$ cat src/rtl/ultrasonic_cu_mc_pkg.sv
// Shared types for the multi-channel ultrasonic control unit: opcodes, channel states, level ceiling.
// No logic of its own, so no latency.
// No flow control; it holds type and constant definitions only.
package cu_mc_pkg;

    typedef enum logic [2:0] {
        OP_NOP   = 3'd0,
        OP_ON    = 3'd1,
        OP_OFF   = 3'd2,
        OP_INC   = 3'd3,
        OP_DEC   = 3'd4,
        OP_SEND  = 3'd5,
        OP_RECV  = 3'd6,
        OP_CLEAR = 3'd7
    } cu_op_t;

    typedef enum logic [1:0] {
        ST_OFF  = 2'd0,
        ST_IDLE = 2'd1,
        ST_SEND = 2'd2,
        ST_RECV = 2'd3
    } ch_state_t;

    // Largest level a DAC of the given width can take; INC saturates here.
    function automatic int unsigned dac_max(input int unsigned w);
        return (32'd1 << w) - 32'd1;
    endfunction

endpackage

$ cat src/rtl/ultrasonic_cu_mc_if.sv
// Bundles the command, buffer, AXI, DAC and capture-read signals of the control unit.
// No logic of its own, so no latency.
// No backpressure: every strobe is accepted in the cycle it is presented.
interface ultrasonic_cu_mc_if #(
    parameter int N_CH   = 4,
    parameter int DATA_W = 25,
    parameter int DAC_W  = 12,
    parameter int AMT_W  = 8,
    parameter int DEPTH  = 128
);
    localparam int CH_W = (N_CH > 1) ? $clog2(N_CH) : 1;
    localparam int AW   = $clog2(DEPTH);

    logic                   cmd_valid;
    logic [CH_W-1:0]        cmd_ch;
    logic [2:0]             cmd_op;
    logic [AMT_W-1:0]       cmd_amount;
    logic                   cmd_err;
    logic                   buf_valid;
    logic [DATA_W-1:0]      buf_data;
    logic [DATA_W-1:0]      axi_out;
    logic                   axi_valid;
    logic                   sending;
    logic                   no_order;
    logic [N_CH*DAC_W-1:0]  dac_out;
    logic [CH_W-1:0]        act_ch;
    logic                   rd_en;
    logic [AW-1:0]          rd_addr;
    logic [DATA_W-1:0]      rd_data;
    logic [AW:0]            cap_count;
    logic                   cap_full;
    logic                   cap_ovf;

    modport master (
        output cmd_valid, cmd_ch, cmd_op, cmd_amount, buf_valid, buf_data, rd_en, rd_addr,
        input  cmd_err, axi_out, axi_valid, sending, no_order, dac_out, act_ch,
               rd_data, cap_count, cap_full, cap_ovf
    );

    modport slave (
        input  cmd_valid, cmd_ch, cmd_op, cmd_amount, buf_valid, buf_data, rd_en, rd_addr,
        output cmd_err, axi_out, axi_valid, sending, no_order, dac_out, act_ch,
               rd_data, cap_count, cap_full, cap_ovf
    );

endinterface

$ cat src/rtl/ultrasonic_cu_mc_capture_ram.sv
// Capture RAM: DEPTH x DATA_W, one write port, one registered read port, read-before-write.
// Read data appears one cycle after rd_en; writes land at the clock edge.
// No backpressure; rd_data holds while rd_en is low.
module cu_capture_ram #(
    parameter int DEPTH  = 128,
    parameter int DATA_W = 25,
    parameter int AW     = $clog2(DEPTH)
) (
    input  logic              clk,
    input  logic              rst,
    input  logic              wr_en,
    input  logic [AW-1:0]     wr_addr,
    input  logic [DATA_W-1:0] wr_data,
    input  logic              rd_en,
    input  logic [AW-1:0]     rd_addr,
    output logic [DATA_W-1:0] rd_data
);
    logic [DATA_W-1:0] mem [DEPTH];

    // Storage array is never cleared; a write during reset is suppressed so reset aborts capture.
    always_ff @(posedge clk) begin
        if (wr_en && !rst) begin
            mem[wr_addr] <= wr_data;
        end
    end

    // Registered read; sampling mem before the write commits gives old data on a collision.
    always_ff @(posedge clk) begin
        if (rst) begin
            rd_data <= '0;
        end else if (rd_en) begin
            rd_data <= mem[rd_addr];
        end
    end

endmodule

$ cat src/rtl/ultrasonic_cu_mc.sv
// Multi-channel ultrasonic control unit: per-channel FSM and DAC level, send/receive data routing.
// Commands and buffer samples take effect one cycle later; capture reads have one-cycle latency.
// No backpressure: commands and samples are always accepted; bad commands pulse cmd_err.
module ultrasonic_cu_mc
    import cu_mc_pkg::*;
#(
    parameter int N_CH      = 4,
    parameter int DATA_W    = 25,
    parameter int DAC_W     = 12,
    parameter int AMT_W     = 8,
    parameter int AMT_SHIFT = 4,
    parameter int DEPTH     = 128,
    parameter int WRAP      = 0
) (
    input logic               clk,
    input logic               rst,
    ultrasonic_cu_mc_if.slave bus
);
    localparam int CH_W = (N_CH > 1) ? $clog2(N_CH) : 1;
    localparam int AW   = $clog2(DEPTH);
    localparam logic [DAC_W:0] LVL_MAX = (DAC_W+1)'(dac_max(DAC_W));

    ch_state_t        st  [N_CH];
    logic [DAC_W-1:0] lvl [N_CH];
    logic [CH_W-1:0]  act_ch_q;
    logic [AW-1:0]    wr_ptr;
    logic [AW:0]      cap_count_q;

    cu_op_t           op;
    logic             ch_ok;
    ch_state_t        act_state;
    logic [DAC_W:0]   step, cur, sum, diff;
    logic [DAC_W-1:0] inc_lvl, dec_lvl;
    logic             all_off, clear_cmd, cap_sample, full, wr_en;

    assign op        = cu_op_t'(bus.cmd_op);
    assign ch_ok     = (32'(bus.cmd_ch) < N_CH);
    assign act_state = st[act_ch_q];
    assign full      = (cap_count_q == (AW+1)'(DEPTH));
    assign clear_cmd = bus.cmd_valid && ch_ok && (op == OP_CLEAR);
    assign cap_sample = bus.buf_valid && (act_state == ST_RECV);
    assign wr_en     = cap_sample && !clear_cmd && (!full || (WRAP != 0));

    // Saturating level arithmetic on the addressed channel, one bit wider than the DAC.
    always_comb begin
        step    = (DAC_W+1)'(bus.cmd_amount) << AMT_SHIFT;
        cur     = {1'b0, lvl[bus.cmd_ch]};
        sum     = cur + step;
        diff    = cur - step;
        inc_lvl = (sum > LVL_MAX) ? LVL_MAX[DAC_W-1:0] : sum[DAC_W-1:0];
        dec_lvl = (cur >= step) ? diff[DAC_W-1:0] : '0;
    end

    // no_order is true only while every channel sits in OFF.
    always_comb begin
        all_off = 1'b1;
        for (int k = 0; k < N_CH; k++) begin
            if (st[k] != ST_OFF) all_off = 1'b0;
        end
    end

    // Pack per-channel levels, channel k in bits [k*DAC_W +: DAC_W].
    always_comb begin
        bus.dac_out = '0;
        for (int k = 0; k < N_CH; k++) begin
            bus.dac_out[k*DAC_W +: DAC_W] = lvl[k];
        end
    end

    assign bus.sending   = (act_state == ST_SEND);
    assign bus.no_order  = all_off;
    assign bus.act_ch    = act_ch_q;
    assign bus.cap_count = cap_count_q;
    assign bus.cap_full  = full;

    // Channel FSMs, levels and data-path ownership; only one channel may be in SEND/RECV.
    always_ff @(posedge clk) begin
        if (rst) begin
            for (int k = 0; k < N_CH; k++) begin
                st[k]  <= ST_OFF;
                lvl[k] <= '0;
            end
            act_ch_q    <= '0;
            bus.cmd_err <= 1'b0;
        end else begin
            bus.cmd_err <= 1'b0;
            if (bus.cmd_valid) begin
                if (!ch_ok) begin
                    bus.cmd_err <= 1'b1;
                end else begin
                    case (op)
                        OP_ON: begin
                            if (st[bus.cmd_ch] == ST_OFF) st[bus.cmd_ch] <= ST_IDLE;
                        end
                        OP_OFF: begin
                            st[bus.cmd_ch]  <= ST_OFF;
                            lvl[bus.cmd_ch] <= '0;
                        end
                        OP_INC, OP_DEC: begin
                            if (st[bus.cmd_ch] == ST_OFF) bus.cmd_err <= 1'b1;
                            else lvl[bus.cmd_ch] <= (op == OP_INC) ? inc_lvl : dec_lvl;
                        end
                        OP_SEND, OP_RECV: begin
                            if (st[bus.cmd_ch] == ST_OFF) begin
                                bus.cmd_err <= 1'b1;
                            end else begin
                                if (act_ch_q != bus.cmd_ch &&
                                    (act_state == ST_SEND || act_state == ST_RECV)) begin
                                    st[act_ch_q] <= ST_IDLE;
                                end
                                st[bus.cmd_ch] <= (op == OP_SEND) ? ST_SEND : ST_RECV;
                                act_ch_q       <= bus.cmd_ch;
                            end
                        end
                        default: ;
                    endcase
                end
            end
        end
    end

    // AXI forwarding and capture bookkeeping, both driven by the pre-command channel state.
    always_ff @(posedge clk) begin
        if (rst) begin
            bus.axi_out   <= '0;
            bus.axi_valid <= 1'b0;
            wr_ptr        <= '0;
            cap_count_q   <= '0;
            bus.cap_ovf   <= 1'b0;
        end else begin
            bus.axi_valid <= 1'b0;
            if (bus.buf_valid && act_state == ST_SEND) begin
                bus.axi_out   <= bus.buf_data;
                bus.axi_valid <= 1'b1;
            end
            if (clear_cmd) begin
                wr_ptr      <= '0;
                cap_count_q <= '0;
                bus.cap_ovf <= 1'b0;
            end else if (cap_sample) begin
                if (full) bus.cap_ovf <= 1'b1;
                if (wr_en) wr_ptr <= wr_ptr + 1'b1;
                if (!full) cap_count_q <= cap_count_q + 1'b1;
            end
        end
    end

    cu_capture_ram #(.DEPTH(DEPTH), .DATA_W(DATA_W), .AW(AW)) u_ram (
        .clk     (clk),
        .rst     (rst),
        .wr_en   (wr_en),
        .wr_addr (wr_ptr),
        .wr_data (bus.buf_data),
        .rd_en   (bus.rd_en),
        .rd_addr (bus.rd_addr),
        .rd_data (bus.rd_data)
    );

endmodule

$ cat src/flat_wrapper.sv
// flat-port wrapper written by rule: the top's interface ports become plain ports
module ultrasonic_cu_mc_flat import cu_mc_pkg::*;
#(
    parameter int N_CH      = 4,
    parameter int DATA_W    = 25,
    parameter int DAC_W     = 12,
    parameter int AMT_W     = 8,
    parameter int AMT_SHIFT = 4,
    parameter int DEPTH     = 128,
    parameter int WRAP      = 0
)
  (clk, rst, bus_cmd_valid, bus_cmd_ch, bus_cmd_op, bus_cmd_amount, bus_buf_valid, bus_buf_data, bus_rd_en, bus_rd_addr, bus_cmd_err, bus_axi_out, bus_axi_valid, bus_sending, bus_no_order, bus_dac_out, bus_act_ch, bus_rd_data, bus_cap_count, bus_cap_full, bus_cap_ovf);
  ultrasonic_cu_mc_if #(.N_CH(N_CH), .DATA_W(DATA_W), .DAC_W(DAC_W), .AMT_W(AMT_W), .DEPTH(DEPTH)) bus_i ();
  input logic clk;
  input logic rst;
  input wire logic [$bits(bus_i.cmd_valid)-1:0] bus_cmd_valid;
  input wire logic [$bits(bus_i.cmd_ch)-1:0] bus_cmd_ch;
  input wire logic [$bits(bus_i.cmd_op)-1:0] bus_cmd_op;
  input wire logic [$bits(bus_i.cmd_amount)-1:0] bus_cmd_amount;
  input wire logic [$bits(bus_i.buf_valid)-1:0] bus_buf_valid;
  input wire logic [$bits(bus_i.buf_data)-1:0] bus_buf_data;
  input wire logic [$bits(bus_i.rd_en)-1:0] bus_rd_en;
  input wire logic [$bits(bus_i.rd_addr)-1:0] bus_rd_addr;
  output wire logic [$bits(bus_i.cmd_err)-1:0] bus_cmd_err;
  output wire logic [$bits(bus_i.axi_out)-1:0] bus_axi_out;
  output wire logic [$bits(bus_i.axi_valid)-1:0] bus_axi_valid;
  output wire logic [$bits(bus_i.sending)-1:0] bus_sending;
  output wire logic [$bits(bus_i.no_order)-1:0] bus_no_order;
  output wire logic [$bits(bus_i.dac_out)-1:0] bus_dac_out;
  output wire logic [$bits(bus_i.act_ch)-1:0] bus_act_ch;
  output wire logic [$bits(bus_i.rd_data)-1:0] bus_rd_data;
  output wire logic [$bits(bus_i.cap_count)-1:0] bus_cap_count;
  output wire logic [$bits(bus_i.cap_full)-1:0] bus_cap_full;
  output wire logic [$bits(bus_i.cap_ovf)-1:0] bus_cap_ovf;
  assign bus_i.cmd_valid = bus_cmd_valid;
  assign bus_i.cmd_ch = bus_cmd_ch;
  assign bus_i.cmd_op = bus_cmd_op;
  assign bus_i.cmd_amount = bus_cmd_amount;
  assign bus_i.buf_valid = bus_buf_valid;
  assign bus_i.buf_data = bus_buf_data;
  assign bus_i.rd_en = bus_rd_en;
  assign bus_i.rd_addr = bus_rd_addr;
  assign bus_cmd_err = bus_i.cmd_err;
  assign bus_axi_out = bus_i.axi_out;
  assign bus_axi_valid = bus_i.axi_valid;
  assign bus_sending = bus_i.sending;
  assign bus_no_order = bus_i.no_order;
  assign bus_dac_out = bus_i.dac_out;
  assign bus_act_ch = bus_i.act_ch;
  assign bus_rd_data = bus_i.rd_data;
  assign bus_cap_count = bus_i.cap_count;
  assign bus_cap_full = bus_i.cap_full;
  assign bus_cap_ovf = bus_i.cap_ovf;
  ultrasonic_cu_mc #(.N_CH(N_CH), .DATA_W(DATA_W), .DAC_W(DAC_W), .AMT_W(AMT_W), .AMT_SHIFT(AMT_SHIFT), .DEPTH(DEPTH), .WRAP(WRAP)) u_core (.clk(clk), .rst(rst), .bus(bus_i));
endmodule
$ cat config.mk
export PLATFORM = sky130hd
export DESIGN_NAME = ultrasonic_cu_mc_flat
export DESIGN_NICKNAME = d
export VERILOG_FILES = /design/src/rtl/ultrasonic_cu_mc_pkg.sv /design/src/rtl/ultrasonic_cu_mc_if.sv /design/src/rtl/ultrasonic_cu_mc_capture_ram.sv /design/src/rtl/ultrasonic_cu_mc.sv /design/src/flat_wrapper.sv
export SDC_FILE = /design/constraint.sdc
export NUM_CORES = 2
export LEC_CHECK = 0
export ABC_AREA = 1
export BUFFER_PORTS_ARGS = -buffer_cell sky130_fd_sc_hd__clkbuf_2
export CELL_PAD_IN_SITES_DETAIL_PLACEMENT = 0
export CELL_PAD_IN_SITES_GLOBAL_PLACEMENT = 1
export CORE_ASPECT_RATIO = 1.4
export CORE_MARGIN = 4
export CORE_UTILIZATION = 47
export CTS_CLUSTER_SIZE = 30
export DETAILED_ROUTE_END_ITERATION = 8
export PLACE_DENSITY_LB_ADDON = 0.12
export RECOVER_POWER = 25
export SLEW_MARGIN = 0
export SYNTH_ARGS = -nofsm -noshare
export SYNTH_HDL_FRONTEND = slang
export SYNTH_SLANG_ARGS = --single-unit
$ cat constraint.sdc
create_clock -name clk -period 3.15 [get_ports clk]
set_input_delay 0.4725 -clock clk [delete_from_list [all_inputs] [get_ports clk]]
set_output_delay 0.4725 -clock clk [all_outputs]
set_load 0.005 [all_outputs]
==> run_results.csv <==
group,metric,value,unit
min_path,hp-class,"in -> reg",
critical_path,startpoint_type,"input pin",
clock_network,cts_htree_levels,5,
critical_path,critPathMaxStageDelay,1550,ps
placed_design,routabilityCongestion,0.8814,
layout,mostFrequentLayoutCell,"nand2_1",
timing,worst_slew_pin_slew,3400,ps
timing,clock.fmax,335.5,MHz
timing,slew-limit-headroom,-126.7,%
critical_path,cp.arrival,3440,ps
logic_synthesis,ys_seq_area_share,73.82,%
placed_design,dpl_cell_area,0.1453,mm²
global_route,grt_antenna_before_repair,10,
power,finalPower,93510,µW
global_route,grt_max_degree,130,
logic_synthesis,synthCells,11300,
run_status,violations,"capacitance limit, slew limit",
global_route,groute.usage.overall,27.41,%
layout,fin_cells,15730,
logic_synthesis,synth_area_per_cell,11.88,µm²
timing,min_period_over_period,94.61,%
timing,setup_viol,0,
timing,slew_violations,1523,
timing,period_needed,2980,ps
routing,final_antenna_net_count,0,
logic_synthesis,synth_area_leaders,"edfxtp_1 (73%), nand3_1 (12%), nand2_1 (9.4%), buf_2 (1.3%), dfxtp_1 (1.2%)",
routing,drc_errors,0,
placed_design,dpl.hpwl,245400,µm
job,timing.max_cap.violations,25,
power,peakVddDrop,0.0004494,V
logic_synthesis,ys_warn_count,0,
clock_network,cts_tree,"done",
critical_path,critPathRequiredTime,3610,ps
critical_path,crit_fanout,56,
layout,drive_gt1_share,11.92,%
logic_synthesis,synth_nets,11370,
critical_path,critical-path-top-delay-family,"buffers and inverters",
logic_synthesis,synthArstFlopShare,0,%
die,io_pins,164,
critical_path,cp_num_buf_inv,2,
placed_design,dp_cells,15140,
layout,fin_area,0.1554,mm²
die,die_w,459.8,µm
clock_network,cts.sinks,3328,
logic_synthesis,synth_top_cell_area_share,72.63,%
clock_network,clkLatencyLatePin,890,ps
global_route,first_global_vias,86750,
clock_network,numCtsBuffers,328,
power,power_density,601.6,mW/mm²
logic_synthesis,ys_types,42,
critical_path,crit_chain,"clkbuf_1, buf_2",
routing,firstDrtPassIters,6,
die,rows,231,
die,core,0.2835,mm²
clock_network,post_cts_buffers,0,
global_route,overflow,0,
run_status,outcome,"complete, but fails checks",
critical_path,cp-end-kind,"flop",
timing,hold_viol,0,
layout,layout_common_cells,"nand2_1 (3366), edfxtp_1 (3248), nand3_1 (3246)",
critical_path,slowest_stage,"clkbuf_1",
global_route,grt_first_pass_wirelength,597100,µm
routing,via_per_inst,5.783,
routing,drtIter0Drc,9872,
logic_synthesis,yosys.area.top_type,"edfxtp_1",
layout,final_util,54.82,%
timing,finClkSkew,36.11,ps
layout,final_nets,11810,
clock_network,cts_buffer_depth,4,
logic_synthesis,synth_edf_count,3248,
die,fp.dieH,640.5,µm
routing,vias,90950,
critical_path,critical_path_class,"in -> reg",
routing,routed_wl,410700,µm
placed_design,io_buffers,163,
die,dieArea,0.2945,mm²
power,p_leak,0.05526,µW
clock_network,clkTransAtPathRegs,60,ps
clock_network,cts_root_buf,"clkbuf_16",
routing,wl_per_cell,26.11,µm
layout,areaGrowthSynthToFinish,15.74,%
logic_synthesis,ys.flop_type,"edfxtp_1",
die,initial_core_util,47.36,%
logic_synthesis,ys_ff_latch,3328,
logic_synthesis,netlist_area,0.1343,mm²
[where the power goes]
part           internal, µW  leakage, µW  switching (µW)  total [µW]
Sequential            48600       0.0299            63.2       48700
Combinational          1860       0.0203            4530        6390
Clock                 22000      0.00505           16400       38400
[sequential cells by signal, summed over array words and instances (netlist names), named ones only]
name,count
u_core.bus.cap_ovf,1
u_core.bus.axi_out,25
u_core.u_ram.rd_data,25
u_core.lvl,48
u_core.st,8
u_core.bus.cap_count,8
u_core.bus.axi_valid,1
u_core.bus.cmd_err,1
u_core.bus.act_ch,2
u_core.wr_ptr,7
u_core.u_ram.mem,3200
[kinds of logic (layout without fill, tap and decap cells)]
| family | count (synthesis) | in the layout | share of synthesized area (%) |
|---|---|---|---|
| simple gates | 6935 | 6935 | 22.52 |
| flops | 3328 | 3328 | 73.82 |
| other cells | 0 | 10 | 0 |
| xor+xnor | 17 | 17 | 0.1109 |
| compound gates | 114 | 114 | 0.4658 |
| buf+inv | 887 | 1575 | 2.879 |
| fa+ha+maj | 21 | 21 | 0.2068 |
[per-layer routing]
layer | part of all wire [%] | vias up | GRT usage, %
li1 | - | 41090 | -
met1 | 41 | 45720 | 37.70
met2 | 49 | 3503 | 45.50
met3 | 7.0 | 638 | 3.536
met4 | 3.4 | 2 | 8.938
met5 | 0.0032 | - | 0
[synth_stat cells, drive strengths merged (2+ instances only)]
| library cell | count |
|---|---|
| a32oi | 2 |
| a21boi | 3 |
| nand2 | 3372 |
| clkinv | 3 |
| dfxtp | 80 |
| nor2 | 270 |
| o21bai | 2 |
| buf | 479 |
| nor3 | 21 |
| inv | 133 |
| o22ai | 6 |
| a211oi | 3 |
| edfxtp | 3248 |
| o21ai | 32 |
| or2 | 2 |
| nand3 | 3247 |
| ha | 19 |
| fa | 2 |
| nand4 | 17 |
| nand3b | 4 |
| xnor2 | 2 |
| o211ai | 3 |
| xor2 | 15 |
| clkbuf | 272 |
| a21oi | 61 |
[per-stage QoR]
step                setup TNS (ps)  hold WS [ps]  setup slack, ps
global placement            -12350         450.7           -313.9
CTS                              0         35.53            125.2
global route                -2.610         97.56           -2.610
detailed placement           -8944         452.2           -241.7
floorplan                        0         449.1            13.38
finish                           0         100.3            169.7
[timing repair]
item / in CTS / in global routing
hold endpoints to repair: 22 / 0
hold buffers: 5 / 0
endpoints found under the setup margin: 0 / 82
gates resized for setup: 0 / 4
[final cells by class]
type	count	area (µm²)
fillers	23540	128100
flip-flops and latches	3328	99140
multi-input cells	7087	31640
repair buffers	862	9125
clock buffers	417	8877
well taps	3728	4664
clock inverters	160	1428
inverters	136	543.0
diodes	10	25.02
[worst paths after layout]
check,endpoint,cells after the start,start,slack [ps]
min reg2reg,u_core.bus.axi_out[8]$_SDFFE_PP0P_,2,u_core.bus.axi_out[8]$_SDFFE_PP0P_,470
max reg2reg,u_core.u_ram.mem[76][24]$_DFFE_PP_,10,u_core.st[2][0]$_SDFFE_PP1P_,230
min,u_core.bus.cmd_err$_SDFF_PP0_,6,bus_cmd_valid,100
max,u_core.u_ram.mem[125][19]$_DFFE_PP_,2,bus_buf_data[19],170
No activity file was read; power rests on OpenSTA's default activity.
